--- src/rtl/cone_sig_pkg.sv ---
// Shared types and helpers for the cone signature compactor.
package cone_sig_pkg;

    // Capture-run controller states
    typedef enum logic [1:0] {
        ST_IDLE = 2'd0,
        ST_RUN  = 2'd1,
        ST_DONE = 2'd2
    } state_t;

    // Default feedback taps (CRC-16-CCITT style) and start value
    localparam logic [15:0] CONE_SIG_POLY = 16'h1021;
    localparam logic [15:0] CONE_SIG_SEED = 16'h0000;

    // Widest signature the step helper supports; callers zero-extend into it
    localparam int SIG_MAX_W = 64;

    // One MISR step: shift left, fold the MSB back through the taps, then
    // inject the new bit at position 0. Only the low 'width' bits are meaningful.
    function automatic logic [SIG_MAX_W-1:0] misr_step(
        input logic [SIG_MAX_W-1:0] sig,
        input logic                 din,
        input logic [SIG_MAX_W-1:0] poly,
        input int                   width
    );
        logic [SIG_MAX_W-1:0] mask;
        logic [SIG_MAX_W-1:0] nxt;
        logic                 fb;
        mask = '0;
        fb   = 1'b0;
        for (int i = 0; i < SIG_MAX_W; i++) begin
            mask[i] = (i < width);
            if (i == width - 1) begin
                fb = sig[i];
            end
        end
        nxt = (sig << 1) & mask;
        if (fb) begin
            nxt = nxt ^ (poly & mask);
        end
        nxt[0] = nxt[0] ^ din;
        return nxt;
    endfunction

endpackage

--- src/rtl/cone_sig_compactor_misr_reg.sv ---
// Signature register: reseeds on load, advances one MISR step on en.
module misr_reg
    import cone_sig_pkg::*;
#(
    parameter int               SIG_W = 16,
    parameter logic [SIG_W-1:0] POLY  = SIG_W'(CONE_SIG_POLY),
    parameter logic [SIG_W-1:0] SEED  = SIG_W'(CONE_SIG_SEED)
) (
    input  logic             clk,
    input  logic             rst,
    input  logic             load,
    input  logic             en,
    input  logic             din,
    output logic [SIG_W-1:0] q
);

    logic [SIG_W-1:0] r_q;
    logic [SIG_W-1:0] w_next;

    assign w_next = SIG_W'(misr_step(SIG_MAX_W'(r_q), din, SIG_MAX_W'(POLY), SIG_W));
    assign q      = r_q;

    // Reset and load both reseed; otherwise step only on an enabled cycle
    always_ff @(posedge clk) begin
        if (rst) begin
            r_q <= SEED;
        end else if (load) begin
            r_q <= SEED;
        end else if (en) begin
            r_q <= w_next;
        end
    end

endmodule

--- src/rtl/cone_sig_compactor.sv ---
// Capture stage for a logic cone output: compacts a programmed number of
// bits into a MISR signature, counts ones, and hands the result off with
// a valid/ready handshake.
module cone_sig_compactor
    import cone_sig_pkg::*;
#(
    parameter int               SIG_W = 16,
    parameter logic [SIG_W-1:0] POLY  = SIG_W'(CONE_SIG_POLY),
    parameter logic [SIG_W-1:0] SEED  = SIG_W'(CONE_SIG_SEED),
    parameter int               CNT_W = 8
) (
    input  logic             clk,
    input  logic             rst,
    input  logic             start,
    input  logic [CNT_W-1:0] num_samples,
    input  logic             in_valid,
    input  logic             in_bit,
    output logic             in_ready,
    output logic             busy,
    output logic             done_valid,
    input  logic             done_ready,
    output logic [SIG_W-1:0] signature,
    output logic [CNT_W-1:0] ones_count
);

    state_t           r_state;
    state_t           w_state_nxt;
    logic [CNT_W-1:0] r_cnt;
    logic [CNT_W-1:0] r_num;
    logic [CNT_W-1:0] r_ones;

    logic w_start_acc;
    logic w_accept;
    logic w_last;

    // start only matters in IDLE; in_valid only matters in RUN
    assign w_start_acc = (r_state == ST_IDLE) && start;
    assign w_accept    = (r_state == ST_RUN) && in_valid;
    assign w_last      = w_accept && (r_cnt == r_num - 1'b1);

    // State register; reset aborts any run in progress
    always_ff @(posedge clk) begin
        if (rst) begin
            r_state <= ST_IDLE;
        end else begin
            r_state <= w_state_nxt;
        end
    end

    // Next-state logic and state-decoded outputs (no input-to-output paths)
    always_comb begin
        w_state_nxt = r_state;
        in_ready    = 1'b0;
        busy        = 1'b1;
        done_valid  = 1'b0;
        case (r_state)
            ST_IDLE: begin
                busy = 1'b0;
                if (start) begin
                    w_state_nxt = (num_samples == '0) ? ST_DONE : ST_RUN;
                end
            end
            ST_RUN: begin
                in_ready = 1'b1;
                if (w_last) begin
                    w_state_nxt = ST_DONE;
                end
            end
            ST_DONE: begin
                done_valid = 1'b1;
                if (done_ready) begin
                    w_state_nxt = ST_IDLE;
                end
            end
            default: begin
                w_state_nxt = ST_IDLE;
            end
        endcase
    end

    // Sample counter, latched length and saturating ones counter
    always_ff @(posedge clk) begin
        if (rst) begin
            r_cnt  <= '0;
            r_num  <= '0;
            r_ones <= '0;
        end else if (w_start_acc) begin
            r_cnt  <= '0;
            r_num  <= num_samples;
            r_ones <= '0;
        end else if (w_accept) begin
            r_cnt <= r_cnt + 1'b1;
            if (in_bit && (r_ones != {CNT_W{1'b1}})) begin
                r_ones <= r_ones + 1'b1;
            end
        end
    end

    assign ones_count = r_ones;

    misr_reg #(
        .SIG_W (SIG_W),
        .POLY  (POLY),
        .SEED  (SEED)
    ) u_misr (
        .clk  (clk),
        .rst  (rst),
        .load (w_start_acc),
        .en   (w_accept),
        .din  (in_bit),
        .q    (signature)
    );

endmodule

--- config.mk ---
export PLATFORM = sky130hd
export DESIGN_NAME = cone_sig_compactor
export DESIGN_NICKNAME = d
export VERILOG_FILES = /design/src/rtl/cone_sig_pkg.sv /design/src/rtl/cone_sig_compactor_misr_reg.sv /design/src/rtl/cone_sig_compactor.sv
export SDC_FILE = /design/constraint.sdc
export NUM_CORES = 1
export LEC_CHECK = 0
export CORE_MARGIN = 1
export CORE_UTILIZATION = 45
export DETAILED_ROUTE_END_ITERATION = 12
export PLACE_DENSITY = 0.71
export RECOVER_POWER = 25
export SLEW_MARGIN = 20
export SYNTH_ARGS = -nofsm -noshare
export SYNTH_HDL_FRONTEND = slang
export SYNTH_SLANG_ARGS = --single-unit
--- constraint.sdc ---
create_clock -name clk -period 3.2 [get_ports clk]
set_input_delay 0.32 -clock clk [delete_from_list [all_inputs] [get_ports clk]]
set_output_delay 0.32 -clock clk [all_outputs]
set_load 0.01 [all_outputs]
-- Word-level counts from Yosys, hierarchy flattened
Cells that the tools add are included.
- word-level logic and storage cells: 35
- output and inout port bits: 27
- register bits: 42
- bits of input ports: 14
- bitwise gates (word level): 2
- equal/unequal tests: 7
- reduce and logical (&&, ||, !) cells: 9
- mux-type cells: 9
- $add $sub $neg: 3
- operator list (operator ; count):
    8-bit by 1-bit adder with 8-bit output, second input constant ; 2
    13-bit two-way mux ; 1
    8-bit equality test ; 1
    8-bit zero test ; 1
    2-bit two-way mux ; 4
    8-bit inequality test, second input constant ; 1
    8-bit by 1-bit subtractor with 8-bit output, second input constant ; 1
    2-bit inequality test, second input constant ; 3
    2-bit one-hot mux with 3 select lines ; 1
    1-bit logical AND ; 4
    1-bit two-way mux ; 3
    3-bit NOT ; 1
    3-bit AND reduction ; 1
    2-bit by 1-bit equality test with 1-bit output, second input constant ; 1
    2-bit equality test, second input constant ; 1
    2-bit zero test ; 1
    2-bit AND reduction ; 1
    2-bit OR reduction ; 1
    1-bit XOR ; 1

-- Logic depth before layout (Yosys ltp)
Gate-level depths: netlist of run 1.
- word-level depth: 5
- mapped depth: 8
- gate-level depth less buffers: 7

-- Cells and area by module
A second synthesis of run 1 with hierarchy kept.
- cells, all modules: 233
- area, all modules: 2117.0 sq um
- modules (own cells, without submodules) (module ; times used ; cells an instance ; sequential area each (sq um) ; area an instance (sq um)):
    cone_sig_compactor ; 1 ; 164 ; 520.5 ; 1403.8
    misr_reg ; 1 ; 69 ; 320.3 ; 713.2

-- Worst setup path after synthesis of run 1
No wires, ideal clock.
- path kind: reg-to-reg
- start point: reg r_num[0]
- end point: reg r_state[0]
- required time: 3.061 ns
- data arrival time: 1.669 ns
- setup slack: 1.392 ns
- setup time: 0.139 ns
- stages on the path, launching flop included: 8
- period minus slack after synthesis: 1.808 ns
- cells stage by stage: dfxtp_1 inv_1 ha_1 buf_4 nand2b_1 a311o_1 a2111oi_4 a2111oi_2
- cells in the longest elaborated chain, start to end: 5
- RTL lines (what ; line ; source):
    start: declaration ; cone_sig_compactor.sv:29 ; logic [CNT_W-1:0] r_num;
    start signal: assignment ; cone_sig_compactor.sv:89 ; r_num <= num_samples;
    8-bit by 1-bit subtractor with 8-bit output ; cone_sig_compactor.sv:39 ; assign w_last = w_accept && (r_cnt == r_num - 1'b1);
    8-bit equality test ; cone_sig_compactor.sv:39 ;
    1-bit logical AND ; cone_sig_compactor.sv:39 ;
    2-bit inequality test (no source line) ; -- ;
    3-bit AND reduction (no source line) ; -- ;
    end signal: assignment ; cone_sig_compactor.sv:46 ; r_state <= w_state_nxt;
    end: declaration ; cone_sig_compactor.sv:26 ; state_t r_state;
No other way between the ends.
A chain may end at the register's enable or synchronous reset.

-- Worst setup path after layout of run 1
Ends and elaborated chain as after synthesis.

==> flow_summary.ini, run 1 <==
[layout]
drive_above_1_share_pct = 5.882
fin_nets = 288
syn2layout_area_growth_pct = 20.70
n_antenna_cell = 0

[grt]
grt_max_degree = 33
grt_pass1_wl_um = 6906
track_usage_pct = 17.47
grt_overflow = 0
antenna_found_initial = 0
grt_pass1_vias = 1560

[drt]
num_vias = 1653
wire_per_inst_um = 12.52
routed_wirelength_um = 4056
drtAntennaViolNets = 0
first_iter_violations = 109
detail_route.vias_per_cell = 5.102
drc = 0
dr.pass1.iters = 4

[yosys]
ys_top_cells_by_area = dfxtp_1 41%, nand2_1 6.2%, xnor2_1 5.5%
synthMuxAreaShare_pct = 3.380
syn_nets = 263
seq_area_frac_synth_pct = 40.56
mappedNetlistArea_mm2 = 0.002073
synth_compound_area_share_pct = 14.00
synth_ff_type = dfxtp_1
yosys.area.top_type = dfxtp_1
synth_top_area_share_pct = 40.56
synth-simple-area-share_pct = 22.45
async_flop_share_pct = 0
synth_top_family_by_area = simple AND/OR/NAND/NOR gates
synth_cells = 246
ys_warn_count = 0
synth-seq-cells = 42
synth_xor_area_share_pct = 9.294
synth_edf_count = 0
synth_fa_ha_area_share_pct = 1.811
ys_types = 39
syn_avg_cell_area_um2 = 8.428

[sta]
grt_setup_unrepaired = no
fmax_mhz = 509.1
maxSlewHeadroom_pct = 57.25
tightest_slew_ns = 0.6354
finalSetupTns_ns = 0
clock_skew_ns = 0.005726
final_max_slew_viol_count = 0
finalHoldViolCount = 0
period_share_pct = 61.38
layout_min_cycle_time_ns = 1.964
finalSetupViolations = 0

[power]
powerDensity_mw_per_mm2 = 409.1
intPower_mw = 0.7632
p_clk_share_pct = 34.7
max-vdd-ir-drop_mv = 0.2167
seq_power_share_pct = 53.2
power_frac_comb_pct = 12.1
switching_share_pct = 25.45
p_switching_mw = 0.2605
p_leak_nw = 0.9136
power.total_mw = 1.024

[clock_tree]
root_buffer = clkbuf_8
ctsHoldBuffers = 0
clock_latency_ns = 0.29
htreeDepth = 2
cts_buffers = 5
cts_max_path_buffers = 2
cts.sinks = 42
clkTransAtPathRegs_ns = 0.08
cts_resized = 0
cts_setup_buffers = 0
cts_tree = yes

[setup_path]
crit_path_max_fanout = 9
crit_type = reg -> reg
critPathMaxStageDelay_ns = 0.37
cp.required_ns = 3.36
path_cells = inv_1, ha_1, nand2b_1, a21oi_1, a311o_1, a2111oi_4, a2111oi_2
critical-path-slowest-cell = a311o_1
critPathLaunchType = flop
cp-end-kind = flop
worstPathArrival_ns = 2.13

[floorplan]
die_h_um = 69.88
ios = 41
std_cell_rows = 24
coreArea_mm2 = 0.004384
chipWidth_um = 69.88
initial_core_util_pct = 47.29
dieArea_mm2 = 0.004883

[flow_run]
drv_cap = 0

[hold_path]
min_path_type = reg -> reg

[place]
dp_hpwl_um = 2859
gp_congestion = 0.8541
portBuffers = 40

[run_status]
status = finished clean
[logic make-up (layout without fill, tap and decap cells)]
logic type	Yosys count	count (layout)
and+or+nand+nor	98	98
muxes	7	7
xor gates and xnor gates	22	22
adders and majority gates	3	3
DFF	42	42
buffers and inverters	32	58
AOI/OAI and AO/OA	42	42
[final cells by class]
class | count | area (um^2)
inverters | 7 | 26.28
well taps | 52 | 65.06
fillers | 427 | 1882
clock buffers | 6 | 82.58
multi-input cells | 172 | 1056
clock inverters | 2 | 12.51
repair buffers | 43 | 419.2
flip-flops and latches | 42 | 840.8
[metal layers]
metal | GRT usage [%] | wire (um) | vias to the layer above
li1 | - | - | 870
met2 | 27.56 | 1870 | 35
met4 | 5.333 | 25 | 0
met5 | 0 | 0 | -
met3 | 4.618 | 156 | 4
met1 | 23.36 | 2004 | 744
[Yosys cell counts, types with 2 or more instances]
cell and count:
a211oi_1 5, a21oi_1 22, buf_2 3, buf_4 14
clkbuf_1 7, dfxtp_1 42, ha_1 3, inv_1 7
mux2i_1 7, nand2_1 34, nand2b_1 2, nand3_1 5
nand3b_1 2, nand4_1 5, nor2_1 30, nor2b_1 2
nor3_1 4, nor3b_1 3, nor4_1 2, o211a_1 2
o21ai_0 4, or2_2 2, or3_1 3, xnor2_1 13
xor2_1 9
[worst max-delay path: cells and delay by family, from the launching register on]
family	cells	cell delay (ns)
simple gates	1	0.17
compound gates	4	0.92
flops	1	0.36
fa+ha+maj	1	0.31
buf+inv	1	0.09
[flip-flops by register name, indices dropped and copies added (netlist names)]
signal,count
ones_count,8
r_cnt,8
u_misr.q,16
r_state,2
r_num,8
[path summary, 6_finish.rpt]
check                    from          end  slack [ns]  cells after the start
setup / recovery     r_num[0]   r_state[0]        1.24                      7
setup reg to reg     r_num[0]   r_state[0]        1.24                      7
hold / removal    u_misr.q[8]  u_misr.q[9]        0.47                      2
hold reg to reg   u_misr.q[8]  u_misr.q[9]        0.47                      2
[power by group through the flow]
| stage | clock network [mW] | logic, mW | registers (mW) |
|---|---|---|---|
| 3_5_place_dp | 0 | 0.124 | 0.557 |
| 2_1_floorplan | 0 | 0.0877 | 0.554 |
| 6_report | 0.356 | 0.123 | 0.545 |
| 5_1_grt | 0.390 | 0.135 | 0.547 |
| 4_1_cts | 0.368 | 0.125 | 0.545 |
| 3_3_place_gp | 0 | 0.123 | 0.557 |
[cell usage in the layout (no fill, tap or decap), drive strengths merged, types with 3 or more instances in the layout]
cell type,netlist,final
nor4,3,3
nor3b,3,3
mux2i,7,7
a211oi,5,5
dlygate4sd3,0,10
clkdlybuf4s50,0,30
a21oi,22,22
xor2,9,9
dfxtp,42,42
ha,3,3
xnor2,13,13
o21ai,5,5
nand3,5,5
inv,7,7
nor3,4,4
clkbuf,7,7
or3,3,3
nand4,5,5
nand2,34,34
nor2,30,30
[per-stage QoR]
| step | instances | instance area [um^2] | util [%] | setup WS [ns] | hold WS (ns) |
|---|---|---|---|---|---|
| global route | 324 | 2502 | 57.08 | 1.121 | 0.4911 |
| detailed placement | 316 | 2411 | 54.99 | 1.089 | 0.4622 |
| finish | 324 | 2502 | 57.08 | 1.236 | 0.4666 |
| global placement | 316 | 2411 | 54.99 | 1.087 | 0.4596 |
| floorplan | 246 | 2073 | - | 1.392 | 0.4455 |
| CTS | 324 | 2506 | 57.16 | 1.245 | 0.4731 |
Note: power is estimated with default switching activity, not from simulation.
==> inputs of run 2 (changes only) <==
clock period = 1.9 ns   (was 3.2 ns; I/O delays follow)
==> run 2 against run 1 <==
Net effect: register-to-register slack worse by 1.1 ns; global-route usage rose by 0.35 points; sequential power is 68% higher; sequential cell count is the same; critical endpoint unchanged.
==> flow_summary.ini, run 2 (synthesis results as in run 1) <==
[clock_tree]
cts_tree = yes
cts_max_path_buffers = 2
cts.sinks = 42
clock_latency_ns = 0.30
cts_buffers = 5
htreeDepth = 2
clkTransAtPathRegs_ns = 0.09
ctsHoldBuffers = 0
root_buffer = clkbuf_8

[power]
max-vdd-ir-drop_mv = 0.8186
power.total_mw = 1.852
p_leak_nw = 0.9705
powerDensity_mw_per_mm2 = 718.7

[drt]
detail_route.vias_per_cell = 5.227
first_iter_violations = 73
num_vias = 1725
wire_per_inst_um = 12.18
dr.pass1.iters = 4
drtAntennaViolNets = 0
drc = 0
routed_wirelength_um = 4018

[layout]
fillers = 396
drive_above_1_share_pct = 8.993
syn2layout_area_growth_pct = 24.32
mostFrequentLayoutCell = dfxtp_1
largest_register_ffs = 16
n_antenna_cell = 0
final_cell_area_mm2 = 0.002577
final_core_util_pct = 58.79
fin_nets = 294
mostFrequentLayoutCells = 42 x dfxtp_1, 34 x nand2_1, 30 x nor2_1

[sta]
layout_min_cycle_time_ns = 1.802
tightest_slew_ns = 0.6109
fmax_mhz = 554.9
finalSetupViolations = 0
clock_skew_ns = 0.008326
grt_setup_unrepaired = no
final_max_slew_viol_count = 0
finalHoldViolCount = 0
maxSlewHeadroom_pct = 59.27
period_share_pct = 94.85
holdWs_ns = 0.4689

[setup_path]
worstPathArrival_ns = 1.98
cp.required_ns = 2.08
cp-end-kind = flop
timing.critical_path.from = r_num[0]
r2r_start = r_num[0]
crit_path_max_fanout = 7
crit_type = reg -> reg
critPathLaunchType = flop

[grt]
track_usage_pct = 17.82
grt_pass1_wl_um = 6989
antenna_found_initial = 0
grt_pass1_vias = 1612
grt_overflow = 0
grt_max_degree = 33

[floorplan]
ios = 41
die_h_um = 69.88
dieArea_mm2 = 0.004883
std_cell_rows = 24
initial_core_util_pct = 47.29
chipWidth_um = 69.88
coreArea_mm2 = 0.004384

[flow_run]
drv_cap = 0

[place]
place_area_mm2 = 0.002449
dp_hpwl_um = 2796
gp_congestion = 0.8197
portBuffers = 40

[hold_path]
min_from = u_misr.q[6]
min_path_type = reg -> reg

[run_status]
status = finished clean
[run 2: cell types whose count changed in the layout (fill, tap and decap cells not counted)]
cell	before	now
buf_4	2	8
bufinv_16	0	1
clkbuf_8	6	5
clkdlybuf4s50_1	30	27
clkinvlp_4	1	0
dlygate4sd3_1	10	13
ha_1	3	2
ha_4	0	1
inv_1	7	5
inv_2	0	2
inv_6	0	1
[run 2: timing repair]
item,in CTS,in global routing
pin swaps,0,2
setup buffers,0,1
endpoints found under the hold margin,0,0
cloned,0,0
gates resized for setup,1,3
setup endpoints to repair,1,2
[run 2: power breakdown]
part           leakage [nW]  switching, mW  internal, mW
Sequential            0.340         0.0200         0.896
Combinational         0.572          0.113         0.108
Clock                0.0585          0.321         0.394
[run 2: path summary, 6_finish.rpt]
check / slack [ns] / depth (start not counted) / endpoint
worst max register to register: 0.1 / 7 / r_state[0]
worst max-delay path: 0.1 / 7 / r_state[0]
worst min-delay path: 0.47 / 2 / u_misr.q[7]
worst min register to register: 0.47 / 2 / u_misr.q[7]
[run 2: per-stage QoR]
step | std cells | TNS [ns] | setup slack [ns]
2_1_floorplan | 246 | 0 | 0.09176
3_3_place_gp | 321 | 0 | 0.008682
3_5_place_dp | 321 | -0.005513 | -0.005513
4_1_cts | 329 | 0 | 0.04959
5_1_grt | 330 | 0 | 0.002690
6_report | 330 | 0 | 0.09794
[run 2: area by class of cell]
cell class	count	area [um^2]	area share (%)
Inverter	7	26.28	1.019
Timing Repair Buffer	49	464.2	18.01
Clock buffer	5	68.82	2.670
Tap cell	52	65.06	2.524
Sequential cell	42	840.8	32.62
Clock inverter	3	43.79	1.699
Multi-Input combinational cell	172	1069	41.46
[run 2: routing by layer]
metal	GRT usage, %	wire (um)
met5	0	0
met4	5.333	21
met3	5.483	143
met2	29.59	1853
met1	22.15	2000
[run 2: worst max-delay path: stages (launching register included)]
cell,delay [ns]
dfxtp_1,0.32
inv_2,0.08
ha_4,0.17
nand2b_1,0.13
a21oi_1,0.07
a311o_1,0.37
a2111oi_4,0.43
a2111oi_2,0.12
==> inputs of run 3 (changes only) <==
ABC_CLOCK_PERIOD_IN_PS = 1900   (was unset)
==> results of run 3 <==
No change in the layout: final DEF, timing and power equal those of run 2.
